`config.mk`:
```
export PLATFORM = sky130hd
export DESIGN_NAME = nascom_uart_tx
export DESIGN_NICKNAME = d
export VERILOG_FILES = /design/src/rtl/nascom_uart_pkg.sv /design/src/rtl/nascom_uart_bitclk.sv /design/src/rtl/nascom_uart_tx.sv
export SDC_FILE = /design/constraint.sdc
export NUM_CORES = 1
export LEC_CHECK = 0
export CAP_MARGIN = 10
export CORE_MARGIN = 2
export CORE_UTILIZATION = 52
export DETAILED_ROUTE_END_ITERATION = 10
export MAX_ROUTING_LAYER = met4
export PLACE_DENSITY_LB_ADDON = 0.25
export SYNTH_ARGS = -nofsm -noshare
export SYNTH_HDL_FRONTEND = slang
export SYNTH_SLANG_ARGS = --single-unit
```
`constraint.sdc`:
```
create_clock -name clk -period 4.78 [get_ports clk]
set_input_delay 1.195 -clock clk [delete_from_list [all_inputs] [get_ports clk]]
set_output_delay 1.195 -clock clk [all_outputs]
set_load 0.01 [all_outputs]
```
`src/rtl/nascom_uart_pkg.sv`:
```
// Shared definitions for the NASCOM UART transmit/receive path:
// frame states, word-length encodings and the cls decode helper.
package nascom_uart_pkg;

   typedef enum logic [2:0] {
      IDLE,
      START,
      DATA,
      PARITY,
      STOP
   } tx_state_e;

   localparam logic [1:0] CLS_5 = 2'b00;
   localparam logic [1:0] CLS_6 = 2'b01;
   localparam logic [1:0] CLS_7 = 2'b10;
   localparam logic [1:0] CLS_8 = 2'b11;

   function automatic logic [3:0] word_len(input logic [1:0] cls);
      case (cls)
         CLS_5:   word_len = 4'd5;
         CLS_6:   word_len = 4'd6;
         CLS_7:   word_len = 4'd7;
         default: word_len = 4'd8;
      endcase
   endfunction

endpackage

```
`src/rtl/nascom_uart_bitclk.sv`:
```
// Bit-period divider: counts OVERSAMPLE baud_en strobes per serial bit
// and pulses bit_done on the clock carrying the last strobe of a bit.
module nascom_uart_bitclk #(
   parameter int OVERSAMPLE = 16
) (
   input  logic clk,
   input  logic reset,
   input  logic clr,
   input  logic baud_en,
   output logic bit_done
);

   localparam int CW = $clog2(OVERSAMPLE);
   localparam logic [CW-1:0] LAST = CW'(OVERSAMPLE - 1);

   logic [CW-1:0] cnt_q, cnt_d;

   always_comb begin
      bit_done = baud_en && (cnt_q == LAST);
      cnt_d    = cnt_q;
      if (clr) begin
         cnt_d = '0;
      end else if (baud_en) begin
         cnt_d = bit_done ? '0 : cnt_q + 1'b1;
      end
   end

   always_ff @(posedge clk) begin
      if (reset) begin
         cnt_q <= '0;
      end else begin
         cnt_q <= cnt_d;
      end
   end

endmodule

```
`src/rtl/nascom_uart_tx.sv`:
```
// Double-buffered 6402-style UART transmitter.
// Parity support is built only when NASCOM_UART_TX_PARITY_EN is defined.
module nascom_uart_tx
   import nascom_uart_pkg::*;
#(
   parameter int OVERSAMPLE = 16
) (
   input  logic       clk,
   input  logic       reset,
   input  logic       baud_en,
   input  logic [7:0] tx_data,
   input  logic       tx_load,
   input  logic [1:0] cls,
   input  logic       pe,
   input  logic       epe,
   input  logic       sbs,
   output logic       tbre,
   output logic       tre,
   output logic       tro
);

   tx_state_e  state_q, state_d;
   logic [7:0] buf_q, buf_d;
   logic       full_q, full_d;
   logic [7:0] shift_q, shift_d;
   logic [3:0] len_q, len_d;
   logic       par_en_q, par_en_d;
   logic       par_bit_q, par_bit_d;
   logic       sbs_q, sbs_d;
   logic [2:0] cnt_q, cnt_d;
   logic       tro_q, tro_d;

   logic       bit_done;
   logic       clr;
   logic       xfer;
   logic [3:0] len_new;

`ifdef NASCOM_UART_TX_PARITY_EN
   logic [7:0] masked;
`else
   logic       unused_cfg;
   assign unused_cfg = ^{pe, epe};
`endif

   // Start bit timing is anchored to the transfer, not the baud phase.
   assign clr = (state_q == IDLE) && full_q;

   nascom_uart_bitclk #(
      .OVERSAMPLE(OVERSAMPLE)
   ) u_bitclk (
      .clk     (clk),
      .reset   (reset),
      .clr     (clr),
      .baud_en (baud_en),
      .bit_done(bit_done)
   );

   always_comb begin
      state_d   = state_q;
      buf_d     = buf_q;
      full_d    = full_q;
      shift_d   = shift_q;
      len_d     = len_q;
      par_en_d  = par_en_q;
      par_bit_d = par_bit_q;
      sbs_d     = sbs_q;
      cnt_d     = cnt_q;
      xfer      = 1'b0;
      len_new   = word_len(cls);

      case (state_q)
         IDLE: begin
            if (full_q) xfer = 1'b1;
         end
         START: begin
            if (bit_done) begin
               state_d = DATA;
               cnt_d   = '0;
            end
         end
         DATA: begin
            if (bit_done) begin
               if ({1'b0, cnt_q} == len_q - 4'd1) begin
                  state_d = par_en_q ? PARITY : STOP;
                  cnt_d   = '0;
               end else begin
                  shift_d = shift_q >> 1;
                  cnt_d   = cnt_q + 3'd1;
               end
            end
         end
`ifdef NASCOM_UART_TX_PARITY_EN
         PARITY: begin
            if (bit_done) state_d = STOP;
         end
`endif
         STOP: begin
            if (bit_done) begin
               if (sbs_q && cnt_q == 3'd0) begin
                  cnt_d = 3'd1;
               end else if (full_q) begin
                  xfer = 1'b1;
               end else begin
                  state_d = IDLE;
               end
            end
         end
         default: state_d = IDLE;
      endcase

      if (xfer) begin
         state_d = START;
         full_d  = 1'b0;
         shift_d = buf_q;
         len_d   = len_new;
         sbs_d   = sbs;
         cnt_d   = '0;
`ifdef NASCOM_UART_TX_PARITY_EN
         masked    = buf_q & (8'hFF >> (4'd8 - len_new));
         par_en_d  = pe;
         par_bit_d = epe ? ^masked : ~^masked;
`else
         par_en_d  = 1'b0;
         par_bit_d = 1'b0;
`endif
      end

      if (tx_load && !full_q) begin
         buf_d  = tx_data;
         full_d = 1'b1;
      end

      case (state_d)
         START:   tro_d = 1'b0;
         DATA:    tro_d = shift_d[0];
         PARITY:  tro_d = par_bit_d;
         default: tro_d = 1'b1;
      endcase
   end

   always_ff @(posedge clk) begin
      if (reset) begin
         state_q   <= IDLE;
         buf_q     <= '0;
         full_q    <= 1'b0;
         shift_q   <= '0;
         len_q     <= '0;
         par_en_q  <= 1'b0;
         par_bit_q <= 1'b0;
         sbs_q     <= 1'b0;
         cnt_q     <= '0;
         tro_q     <= 1'b1;
      end else begin
         state_q   <= state_d;
         buf_q     <= buf_d;
         full_q    <= full_d;
         shift_q   <= shift_d;
         len_q     <= len_d;
         par_en_q  <= par_en_d;
         par_bit_q <= par_bit_d;
         sbs_q     <= sbs_d;
         cnt_q     <= cnt_d;
         tro_q     <= tro_d;
      end
   end

   assign tbre = !full_q;
   assign tre  = (state_q == IDLE) && !full_q;
   assign tro  = tro_q;

endmodule

```
Word-level counts from Yosys, hierarchy flattened. Index checks and enable logic that the tools add are counted.

Register bits after elaboration: 34. Bits in latches: 0. Bits in writable memories: 0. ROM bits: 0. Memories kept: 0.

Add/subtract/negate cells: 3. $mul: 0. Divide/modulo/power cells: 0. Magnitude comparators: 0. Equality and inequality tests: 15. Shifts and indexed selects: 0. Muxes and demuxes: 28. Bitwise operators: 0. Reductions and logical operators: 17.

Operators by type and width (count): $mux W3 (12); $mux W8 (4); $pmux W3 S4 (1); $pmux W4 S3 (1); $ne A2 B2 Y1 const B (5); $eq A3 B2 Y1 const B (3); $pmux W3 S3 (1); $eq A3 B1 Y1 const B (2); $logic_not A3 Y1 (2); $mux W1 (6); $reduce_bool A2 Y1 (3); $logic_and A1 B1 Y1 (5); $reduce_and A5 Y1 (1); $add A4 B1 Y4 const B (1); $eq A3 B4 Y1 (1); $eq A4 B4 Y1 const B (1); $mux W4 (1); $reduce_or A2 Y1 (2); $sub A4 B1 Y4 const B (1); $add A3 B1 Y3 const B (1); $eq A3 B3 Y1 const B (1); $pmux W1 S3 (1); $reduce_and A3 Y1 (1); $reduce_bool A3 Y1 (1); 5 further kinds (5).

Logic depth before layout (Yosys ltp).
Depth after elaboration: 8. Gate-level depth with buffers: 8.

Cells and area by module. Synthesis repeated with hierarchy kept, for this count alone.

Cells, all modules: 182. Area, all modules: 1579.0 µm².

By module, submodules not included: nascom_uart_tx (instances 1, cells each 161, area each 1386.3 µm²); nascom_uart_bitclk (instances 1, cells each 21, area each 192.7 µm²).

Least setup slack after synthesis. OpenSTA, ideal clock, no wires.

Kind: input to register. Start: input baud_en. End: register len_q[0]. Data arrival time: 2.090 ns. Required time: 4.710 ns. Setup slack: 2.620 ns. Stages on the path: 5. Cells stage by stage: nand4_2 -> o21ai_1 -> nand3_1 -> or3_1 -> a21oi_1.

Longest elaborated chain between the ends: 3.

RTL lines: start: declaration (line nascom_uart_tx.sv:10) `input logic baud_en,`; $logic_and A1 B1 Y1 (line nascom_uart_bitclk.sv:19) `bit_done = baud_en && (cnt_q == LAST);`; $mux W1 (line nascom_uart_tx.sv:98) `if (bit_done) begin`; $pmux W1 S2 (line nascom_uart_tx.sv:71) `case (state_q)`; end signal: assignment (line nascom_uart_tx.sv:158) `len_q <= len_d;`; end: declaration (line nascom_uart_tx.sv:26) `logic [3:0] len_q, len_d;`.

No other way between the ends. A chain may end at the register's enable or synchronous reset.

Worst setup path after layout.
Start: register full_q. End: output tre.

Longest elaborated chain between the ends: 2.

RTL lines: start: declaration (line nascom_uart_tx.sv:24) `logic full_q, full_d;`; start signal: assignment (line nascom_uart_tx.sv:156) `full_q <= full_d;`; $logic_not A1 Y1 (line nascom_uart_tx.sv:168) `assign tre = (state_q == IDLE) && !full_q;`; $logic_and A1 B1 Y1 (line nascom_uart_tx.sv:168); end: declaration (line nascom_uart_tx.sv:18) `output logic tre,`.

No other way between the ends.

==> run metrics <==
outcome finished, final reports clean; post-synth top area cell dfxtp_1; Worst Setup Start Kind flip-flop; Seq/Total Area, Yosys 39.1%; CTS H-tree depth 2; hold path start buf_q[7]; IO Pins 20; vias in the first global route 1391; Worst R2R Setup Slack 2730 ps; Worst Hold Class flip-flop to flip-flop; post-cts sizing count 0; first-pass GRT wire length 5820 µm; WL/cell 14.0 µm; Final period util 60.2%; Worst Hold Depth 2; Initial Util 54.9%; Synth Register Bits 33; crit-path max FO 12; synthesis-to-finish area growth 15.9%; final setup violation count 0; Initial DRT Pass Iterations 4; Total GRT Usage 22.1%; Worst Setup End Kind output port; fin nets 239; layout cells sized above 1 7.41%; die height 61.0 µm; GR Layer Usage met3 4.90%; CTS root buf clkbuf_4; most area-consuming cells after synthesis dfxtp_1 39%, nor2_1 6.7%, mux2i_1 5.3%; HPWL Detailed 2580 µm; Via Count 1478; placed cells 252; R2R Path End shift_q[3]; setup tns final 0 ps; Placer Congestion 0.894; launching point of the worst reg2reg path len_q[0]; Clock Skew 5.53 ps; total gr overflow 0; fill count 287; largest net degree at the start of global routing 27; Design Area, Final 1960 µm²; relative slew slack 37.2%; PortBufs 17; worst-case reg-to-reg path depth 7; CTS Buf Count 5; CP arrival 1680 ps; drt drc 0; Yosys cell types 44; chip width 61.0 µm; worst hold endpoint shift_q[7]; max-cap viol count 0; core area 3080 µm²; Synth Cell Area 1690 µm²; Vias per Instance 5.68; Placed Area 1870 µm²; YS warnings 0; Max Root-Sink Buffers 2; Mapped Nets 225; post-cts hold buffer count 0; RSZ-0062 raised after global routing no; Mapped Cells 201; drt first-iter violations 35; Clk Latency, worst-skew pair 340 ps; area of the die 3720 µm²; PD cells 314 nW/µm²; antenna diode count 0; maximum vdd drop 174 µV; final wirelength 3640 µm; Post-synth EDFFs 0; crit path time final 2880 ps; Clock transition at path regs 100 ps; most instantiated cells after synthesis 33 x dfxtp_1, 30 x nor2_1, 14 x nand2_1, 10 x a21oi_1; Post-DRT Antenna Nets 0; GR Util met2 37.3%; clk sinks 33; TritonCTS clock tree yes; met1 Track Usage GR 24.2%; Final Hold Viols 0; initial antenna violation count 0; Avg Cell Area, Syn 8.40 µm²; CP Data Required Time 3590 ps; Max Fclk 348 MHz; share of flip-flops with an asynchronous set or reset 0%; Final Slew Violations 0; Cell Rows 20; Setup CP Type flip-flop to output port; post-synth top area share 39.1%; Pleak 0.000763 µW; top_reg_cell synth dfxtp_1; dominant cell by count in the synthesized netlist dfxtp_1; Worst-Margin Slew 940 ps; Finished Layout Cells 260; post-CTS setup buffer count 0; layer with the highest usage met2
==> stage by stage <==
| stage | utilization [%] | worst slack (ps) | hold WS (ps) | power (µW) |
|---|---|---|---|---|
| floorplan | - | 2620 | 431 | 367 |
| global placement | 60.8 | 1680 | 444 | 395 |
| detailed placement | 60.8 | 1640 | 445 | 399 |
| CTS | 63.6 | 1890 | 471 | 619 |
| global route | 63.6 | 1840 | 483 | 643 |
| finish | 63.6 | 1900 | 468 | 615 |
==> critical path: stages, from the launching register on <==
cell,delay (ps)
dfxtp_1,440
nor4_1,310
clkdlybuf4s50_1,580
==> kinds of logic (layout without fill, tap and decap cells) <==
logic type	Yosys count	in the layout	synth area share [%]
xor gates and xnor gates	5	5	2.59
adders and majority gates	7	7	5.18
buffers and inverters	21	36	5.41
muxes	10	10	6.00
DFF	33	33	39.1
AOI/OAI and AO/OA	46	46	18.4
and+or+nand+nor	79	79	23.3
==> how the worst max path moves through the flow <==
| stage | startpoint | endpoint | slack [ps] | depth (start not counted) |
|---|---|---|---|---|
| floorplan | baud_en | len_q[0] | 2620 | 5 |
| global placement | baud_en | len_q[0] | 1680 | 7 |
| detailed placement | baud_en | len_q[0] | 1640 | 7 |
| CTS | full_q | tre | 1890 | 2 |
| global route | full_q | tre | 1840 | 2 |
| finish | full_q | tre | 1900 | 2 |
==> placed cells by master (no fill, tap or decap), drive strengths merged <==
master and count:
dfxtp 33, nor2 30, clkdlybuf4s50 17, nand2 14, o21ai 11, a21oi 10
inv 9, mux2i 9, nand3 8, a311oi 7, ha 7, clkbuf 7
nor3 6, nor2b 5, a31oi 4, xnor2 3, o211ai 3, or3 3
nand4 3, nor3b 2, a21o 2, xor2 2, nand2b 2, nand4b 2
a22o 2, buf 2, nor4 1, and3b 1, and2 1, o21ba 1
o211a 1, o21a 1, a41oi 1, a31o 1, and3 1, o31ai 1
mux2 1, a22oi 1, bufinv 1
==> area by class of cell <==
| class | instances | area, µm² | share of cell area, % |
|---|---|---|---|
| Multi-Input combinational cell | 147 | 937 | 47.9 |
| Sequential cell | 33 | 661 | 33.8 |
| Timing Repair Buffer | 19 | 185 | 9.46 |
| Clock buffer | 7 | 55.1 | 2.81 |
| Tap cell | 44 | 55.1 | 2.81 |
| Inverter | 9 | 33.8 | 1.73 |
| Clock inverter | 1 | 30.0 | 1.53 |
==> state kept, by name, indices dropped and copies added, names as in the netlist <==
register,flops
tro,1
shift_q,8
state_q,3
buf_q,8
len_q,4
cnt_q,3
u_bitclk.cnt_q,4
sbs_q,1
full_q,1
==> power breakdown <==
part | switching, µW | internal [µW]
Sequential | 13.6 | 292
Clock | 97.2 | 125
Combinational | 42.6 | 45.2
==> per-layer routing <==
metal,vias up,share of wire (%)
met3,9,3.9
met4,0,2.1
met1,689,44
li1,743,-
met2,37,50
met5,-,0
(Power assumes the default switching activity.)
